`src/rtl/store_align_unit.sv`:
```
// rtl/store_align_unit.sv - memory-write stage: latches a store, aligns data/strobes and issues word write beats.
// Define KIANV_MISALIGNED_STORE_SPLIT_EN to split word-crossing stores into two beats instead of trapping.
`ifndef STORE_OP_WIDTH
`define STORE_OP_WIDTH 2
`endif
`ifndef STORE_OP_SB
`define STORE_OP_SB 2'd0
`endif
`ifndef STORE_OP_SH
`define STORE_OP_SH 2'd1
`endif
`ifndef STORE_OP_SW
`define STORE_OP_SW 2'd2
`endif

module store_align_unit (
  input  logic                       clk,
  input  logic                       resetn,
  input  logic                       start,
  input  logic [`STORE_OP_WIDTH-1:0] STOREop,
  input  logic [31:0]                addr,
  input  logic [31:0]                wdata_in,
  output logic                       busy,
  output logic                       done,
  output logic                       misaligned,
  output logic                       mem_valid,
  input  logic                       mem_ready,
  output logic [31:0]                mem_addr,
  output logic [31:0]                mem_wdata,
  output logic [3:0]                 mem_wstrb
);

  typedef enum logic [1:0] {IDLE, BEAT0, BEAT1, FIN} state_t;

  state_t      state_q, state_d;
  logic        busy_q, busy_d;
  logic        done_q, done_d;
  logic        mis_q, mis_d;
  logic        valid_q, valid_d;
  logic [31:0] addr_q, addr_d;
  logic [31:0] wdata_q, wdata_d;
  logic [3:0]  wstrb_q, wstrb_d;

  logic [1:0]  off;
  logic [3:0]  base_strb;
  logic [31:0] masked;
  logic        illegal_op;
  logic [31:0] word_addr;
  logic [3:0]  lo_strb;
  logic [31:0] lo_data;

  assign off       = addr[1:0];
  assign word_addr = {addr[31:2], 2'b00};

  always_comb begin
    base_strb  = 4'b0000;
    masked     = 32'h0;
    illegal_op = 1'b0;
    case (STOREop)
      `STORE_OP_SB: begin
        base_strb = 4'b0001;
        masked    = {24'h0, wdata_in[7:0]};
      end
      `STORE_OP_SH: begin
        base_strb = 4'b0011;
        masked    = {16'h0, wdata_in[15:0]};
      end
      `STORE_OP_SW: begin
        base_strb = 4'b1111;
        masked    = wdata_in;
      end
      default: illegal_op = 1'b1;
    endcase
  end

`ifdef KIANV_MISALIGNED_STORE_SPLIT_EN
  // Upper half of the 64-bit shifted window feeds the second beat.
  logic [7:0]  strb8;
  logic [63:0] data64;
  logic [31:0] hi_addr_q, hi_addr_d;
  logic [31:0] hi_data_q, hi_data_d;
  logic [3:0]  hi_strb_q, hi_strb_d;

  assign strb8   = {4'b0000, base_strb} << off;
  assign data64  = {32'h0, masked} << {off, 3'b000};
  assign lo_strb = strb8[3:0];
  assign lo_data = data64[31:0];
`else
  logic mis_in;

  assign lo_strb = base_strb << off;
  assign lo_data = masked << {off, 3'b000};
  assign mis_in  = ((STOREop == `STORE_OP_SH) && addr[0]) ||
                   ((STOREop == `STORE_OP_SW) && (off != 2'b00));
`endif

  always_comb begin
    state_d = state_q;
    done_d  = 1'b0;
    mis_d   = 1'b0;
    valid_d = valid_q;
    addr_d  = addr_q;
    wdata_d = wdata_q;
    wstrb_d = wstrb_q;
`ifdef KIANV_MISALIGNED_STORE_SPLIT_EN
    hi_addr_d = hi_addr_q;
    hi_data_d = hi_data_q;
    hi_strb_d = hi_strb_q;
`endif
    case (state_q)
      IDLE: begin
        if (start) begin
          if (illegal_op) begin
            state_d = FIN;
            done_d  = 1'b1;
          end
`ifndef KIANV_MISALIGNED_STORE_SPLIT_EN
          else if (mis_in) begin
            state_d = FIN;
            done_d  = 1'b1;
            mis_d   = 1'b1;
          end
`endif
          else begin
            state_d = BEAT0;
            valid_d = 1'b1;
            addr_d  = word_addr;
            wstrb_d = lo_strb;
            wdata_d = lo_data;
`ifdef KIANV_MISALIGNED_STORE_SPLIT_EN
            hi_addr_d = word_addr + 32'd4;
            hi_strb_d = strb8[7:4];
            hi_data_d = data64[63:32];
`endif
          end
        end
      end
      BEAT0: begin
        if (mem_ready) begin
`ifdef KIANV_MISALIGNED_STORE_SPLIT_EN
          if (hi_strb_q != 4'b0000) begin
            state_d = BEAT1;
            addr_d  = hi_addr_q;
            wstrb_d = hi_strb_q;
            wdata_d = hi_data_q;
          end else
`endif
          begin
            state_d = FIN;
            valid_d = 1'b0;
            done_d  = 1'b1;
          end
        end
      end
`ifdef KIANV_MISALIGNED_STORE_SPLIT_EN
      BEAT1: begin
        if (mem_ready) begin
          state_d = FIN;
          valid_d = 1'b0;
          done_d  = 1'b1;
        end
      end
`endif
      FIN: state_d = IDLE;
      default: begin
        state_d = IDLE;
        valid_d = 1'b0;
      end
    endcase
    busy_d = (state_d != IDLE);
  end

  always_ff @(posedge clk) begin
    if (!resetn) begin
      state_q <= IDLE;
      busy_q  <= 1'b0;
      done_q  <= 1'b0;
      mis_q   <= 1'b0;
      valid_q <= 1'b0;
      addr_q  <= 32'h0;
      wdata_q <= 32'h0;
      wstrb_q <= 4'b0000;
`ifdef KIANV_MISALIGNED_STORE_SPLIT_EN
      hi_addr_q <= 32'h0;
      hi_data_q <= 32'h0;
      hi_strb_q <= 4'b0000;
`endif
    end else begin
      state_q <= state_d;
      busy_q  <= busy_d;
      done_q  <= done_d;
      mis_q   <= mis_d;
      valid_q <= valid_d;
      addr_q  <= addr_d;
      wdata_q <= wdata_d;
      wstrb_q <= wstrb_d;
`ifdef KIANV_MISALIGNED_STORE_SPLIT_EN
      hi_addr_q <= hi_addr_d;
      hi_data_q <= hi_data_d;
      hi_strb_q <= hi_strb_d;
`endif
    end
  end

  assign busy       = busy_q;
  assign done       = done_q;
  assign misaligned = mis_q;
  assign mem_valid  = valid_q;
  assign mem_addr   = addr_q;
  assign mem_wdata  = wdata_q;
  assign mem_wstrb  = wstrb_q;

endmodule
```
`config.mk`:
```
export PLATFORM = sky130hd
export DESIGN_NAME = store_align_unit
export DESIGN_NICKNAME = d
export VERILOG_FILES = /design/src/rtl/store_align_unit.sv
export SDC_FILE = /design/constraint.sdc
export NUM_CORES = 1
export LEC_CHECK = 0
export ABC_AREA = 1
export CAP_MARGIN = 10
export CORE_MARGIN = 4
export CORE_UTILIZATION = 55
export CTS_BUF_LIST = sky130_fd_sc_hd__clkbuf_2 sky130_fd_sc_hd__clkbuf_4 sky130_fd_sc_hd__clkbuf_8
export CTS_CLUSTER_SIZE = 10
export DETAILED_ROUTE_END_ITERATION = 6
export DONT_BUFFER_PORTS = 1
export PLACE_DENSITY_LB_ADDON = 0.05
export SETUP_SLACK_MARGIN = 0.05
export SYNTH_ARGS = -nofsm -noshare
export SYNTH_HDL_FRONTEND = slang
export SYNTH_SLANG_ARGS = --single-unit
```
`constraint.sdc`:
```
create_clock -name clk -period 2.1 [get_ports clk]
set_clock_uncertainty 0.2 [all_clocks]
set_input_delay 0.21 -clock clk [delete_from_list [all_inputs] [get_ports clk]]
set_output_delay 0.21 -clock clk [all_outputs]
set_load 0.02 [all_outputs]
```
* Yosys cells after proc, flatten, opt, wreduce, memory -nomap -nowiden
Index checks and enable logic that the tools add are counted.
** Storage, ports and cells
- Word-level logic and storage cells :: 48
- Input bits :: 70
- Output and inout port bits :: 72
- Register bits after elaboration :: 72
** Operators by class
- Bitwise operators :: 2
- Shift-type cells :: 2
- Multiplexer cells :: 17
- Reductions and logical operators :: 11
- Equality and inequality tests :: 8
** Operator list (number)
- $pmux 32 s3 :: 1
- $shl 32x5->32 :: 1
- $pmux 4 s3 :: 1
- $mux 1 :: 8
- $mux 2 :: 4
- $ne 2x2->1 const B :: 4
- $reduce_and 4->1 :: 2
- $reduce_and 5->1 :: 1
- $eq 2x1->1 const B :: 2
- $eq 2x2->1 const B :: 2
- $logic_not 2->1 :: 2
- $pmux 2 s2 :: 1
- $reduce_bool 2->1 :: 2
- $shl 4x2->4 :: 1
- $pmux 1 s3 :: 1
- $reduce_or 3->1 :: 1
- $logic_and 1x1->1 :: 2
- $not 1->1 :: 2
- $pmux 1 s2 :: 1
- $logic_or 1x1->1 :: 1

* Logic depth before layout (Yosys ltp)
- Depth in word-level cells :: 8
- Gate-level depth with buffers :: 11
- Gate-level depth less buffers :: 10

* Least setup slack after synthesis
OpenSTA, ideal clock, no wires.
- Path type :: input to register
- Start point :: in STOREop[0]
- End point :: reg addr_q[2] (netlist: mem_addr[2])
- Buffers on the path :: 1
- Required time :: 1.784 ns
- Arrival time :: 1.217 ns
- Stages :: 9
- Path slack :: 0.568 ns
- Setup time :: 0.116 ns
- Path through :: inv_1 > ha_1 > nor2_2 > inv_1 > nand2_2 > nand2_4 > buf_2 > o21ai_0 > nor2_1
** Between the ends
- Longest elaborated chain between the ends :: 5
- Elaborated cells between the ends (all ways) :: 9
- Classes of those cells :: eq/ne (2); bitwise (1); reduce/logical (6)
** RTL lines
- start, declared :: line 20 : input logic [`STORE_OP_WIDTH-1:0] STOREop,
- $eq 2x1->1 or $eq 2x2->1 (tied branches) :: line 59 : case (STOREop)
- $logic_and 1x1->1 (on tied branches) :: line 93, 94
- $logic_or 1x1->1 :: line 93 : assign mis_in = ((STOREop == `STORE_OP_SH) && addr[0]) ||
- $not 1->1 (no source line)
- $reduce_and 4->1 (no source line) *
- end signal, assigned :: line 194 : addr_q <= addr_d;
- end, declared :: line 40 : logic [31:0] addr_q, addr_d;
Every way passes the cells marked *; elsewhere a longest branch is shown, timed or not.
A chain may end at the register's enable or synchronous reset.

* Worst setup path after layout
- Start point :: in addr[1]
- End point :: reg wstrb_q[0] (netlist: mem_wstrb[0])
** Between the ends
- Longest elaborated chain between the ends :: 5
- Elaborated cells between the ends (all ways) :: 6
- Classes of those cells :: shift (1); bitwise (1); reduce/logical (4)
** RTL lines
- start, declared :: line 21 : input logic [31:0] addr,
- $reduce_bool 2->1 :: line 94 : ((STOREop == `STORE_OP_SW) && (off != 2'b00));
- $logic_and 1x1->1 :: line 94
- $logic_or 1x1->1 :: line 93
- $not 1->1 (no source line)
- $reduce_and 4->1 (no source line)
- end signal, assigned :: line 196 : wstrb_q <= wstrb_d;
- end, declared :: line 42 : logic [3:0] wstrb_q, wstrb_d;
Parallel ways exist; a longest one is shown, timed or not.

==> metrics.yaml <==
r2r-end: "mem_wdata[12]$_SDFFE_PN0P_"
yosys.area_share.adder_pct: 2.10
startpoint: "addr[1]"
p_sw_mw: 1.06
core-area_um2: 6350
clock-root-buffer: "clkbuf_8"
start_util_pct: 56.4
crit_fanout: 35
hp-class: "primary input to flop"
clk_pin_slew_ps: 80
syn_inst: 550
cts.path.max_buffers: 2
r2r_start: "state_q[1]$_SDFF_PN0_"
crit_path_end_kind: "flop"
clkLatencyLatePin_ps: 350
rsz0062_at_grt: "false"
swShare_pct: 29.9
wl_per_cell_um: 16.5
clock_power_share_pct: 38.7
grt_pass1_vias: 3525
hold_depth: 4
seq_area_frac_synth_pct: 40.3
pin_count: 142
drt_iter0_markers: 238
dr.pass1.iters: 5
finalPower_mw: 3.56
slew_headroom_pct: 49.3
synth-compound-area-share_pct: 12.4
setup_violations: 0
met2_usage_pct: 46.1
busiest_layer: "met2"
critPathLaunchType: "primary input"
power_frac_seq_pct: 46.1
postSynthAreaPerCell_um2: 6.51
die_w_um: 88.7
tightest_slew_ps: 760
ant_nets: 0
antenna_cells: 0
vdd.ir_drop.worst_mv: 0.622
dp_hpwl_mm: 7.09
synthMuxAreaShare_pct: 0
clock_sinks: 72
cts_buffers: 9
mostFrequentLayoutCell: "nand2_1"
hold_end: "mem_wdata[26]$_SDFFE_PN0P_"
cp.required_ps: 2180
synth_seq_cells: 72
die-area_um2: 7870
hp-start: "wdata_in[26]"
slew_violations: 0
fmax_mhz: 516
critPathArrivalTime_ps: 2010
fin_area_um2: 4280
routabilityCongestion: 0.939
setup_tns_ps: 0
final_cell_mix: "160 x nand2_1, 103 x nor2_1, 72 x dfxtp_1"
viasPerCell: 5.59
drv_cap: 0
area_growth_pct: 19.4
status: "finished clean"
post-route-period-util_pct: 92.3
synthDistinctLibCells: 22
rrSetupSlack_ps: 310
fin_nets: 652
leakagePower_nw: 1.83
routed_wl_mm: 10.9
place_area_um2: 3560
syn_area_um2: 3580
combPwrFrac_pct: 15.2
min_period_ps: 1940
use_met3_pct: 9.87
grt_antenna_before_repair: 0
fillerInstances: 566
track_usage_pct: 28.1
r2r_cells: 6
synth.yosys.warnings: 0
drc: 0
drive_gt1_share_pct: 6.54
grt_pass1_wl_mm: 17.1
htreeDepth: 3
worst-setup-path-type: "primary input to flop"
grt_max_degree: 50
p_per_area_nw_per_um2: 832
synth-xor-area-share_pct: 0
chipHeight_um: 88.7
portBuffers: 0
synth_top_family_by_area: "simple AND/OR/NAND/NOR gates"
met1_usage_pct: 33.3
power.internal_mw: 2.50
yosys.area_share.simple_pct: 36.6
vias: 3678
finalHoldViolCount: 0
tritoncts: "yes"
rows: 29
overflow: 0
[power by group through the flow]
stage	clock network, mW	registers, mW	logic (mW)
floorplan	0	1.65	0.377
global placement	0	1.67	0.424
detailed placement	0	1.67	0.431
CTS	1.40	1.64	0.526
global route	1.47	1.65	0.610
finish	1.38	1.64	0.541
[metal layers]
metal | vias to the layer above | routed length, um
li1 | 1798 | -
met1 | 1655 | 4320
met3 | 30 | 1190
met2 | 195 | 4990
met5 | - | 0
met4 | 0 | 369
[layout make-up]
cell class | instances | area (um2) | area share [%]
Sequential cell | 72 | 1440 | 33.7
Inverter | 21 | 78.8 | 1.84
Multi-Input combinational cell | 418 | 1850 | 43.2
Clock buffer | 10 | 138 | 3.22
Tap cell | 77 | 96.3 | 2.25
Timing Repair Buffer | 54 | 562 | 13.1
Clock inverter | 6 | 115 | 2.69
[worst max-delay path, stage by stage]
cell           delay [ps]
dlygate4sd3_1         600
buf_12                210
nand2_1               100
nand2_1               100
nand2_2               120
nand2_8               190
buf_4                 240
nand2_1                80
a21oi_1               140
[stage by stage]
stage	cells	worst slack (ps)	utilization (%)	hold WS, ps
5_1_grt	658	80.5	67.3	22.2
6_report	658	161	67.3	11.0
3_5_place_dp	599	219	56.1	145
3_3_place_gp	599	304	56.1	141
2_1_floorplan	551	568	-	164
4_1_cts	658	146	67.2	1.64
[state kept, by name, summed over array words and instances, names as in the netlist]
signal and cells:
mem_wstrb 4, done 1, state_q 2, mem_addr 30, misaligned 1, mem_valid 1
busy 1, mem_wdata 32
[how the worst max path moves through the flow]
stage	end	depth (start not counted)	slack, ps
finish	mem_wstrb[0]$_SDFFE_PN0P_	9	160
global placement	mem_wdata[12]$_SDFFE_PN0P_	8	300
floorplan	mem_addr[2]$_SDFFE_PN0P_	9	570
global route	mem_wdata[9]$_SDFFE_PN0P_	9	80
detailed placement	mem_wdata[24]$_SDFFE_PN0P_	9	220
CTS	mem_wstrb[0]$_SDFFE_PN0P_	9	150
[repair_timing]
item	4_1_cts	5_1_grt
hold buffers	43	0
gates resized for setup	0	2
endpoints found under the hold margin	62	0
setup buffers	0	0
endpoints found under the setup margin	0	11
[logic make-up (layout without fill, tap and decap cells)]
group                      count (synthesis)  count (layout)
adders and majority gates                  6               6
DFF                                       72              72
other                                      1               2
and+or+nand+nor                          322             322
AOI/OAI and AO/OA                         88              88
buffers and inverters                     61              91
[synth_stat cells]
| library cell | n | area share, % |
|---|---|---|
| ha_1 | 6 | 2.1 |
| nor2_2 | 3 | 0.52 |
| buf_4 | 10 | 2.1 |
| inv_1 | 20 | 2.1 |
| conb_1 | 1 | 0.10 |
| nor2_4 | 2 | 0.63 |
| nand2_2 | 1 | 0.17 |
| clkbuf_1 | 11 | 1.2 |
| buf_2 | 14 | 2.0 |
| nor3_1 | 3 | 0.42 |
| o21ai_0 | 45 | 6.3 |
| nand2_1 | 160 | 17 |
| nand3_2 | 1 | 0.28 |
| dfxtp_1 | 72 | 40 |
| a21oi_1 | 42 | 5.9 |
| nor2_1 | 103 | 11 |
| nand3_1 | 48 | 6.7 |
| inv_2 | 1 | 0.10 |
| buf_6 | 3 | 0.94 |
| o211ai_1 | 1 | 0.21 |
| nand2_4 | 1 | 0.31 |
| buf_1 | 2 | 0.21 |
Note: power is estimated with default switching activity, not from simulation.
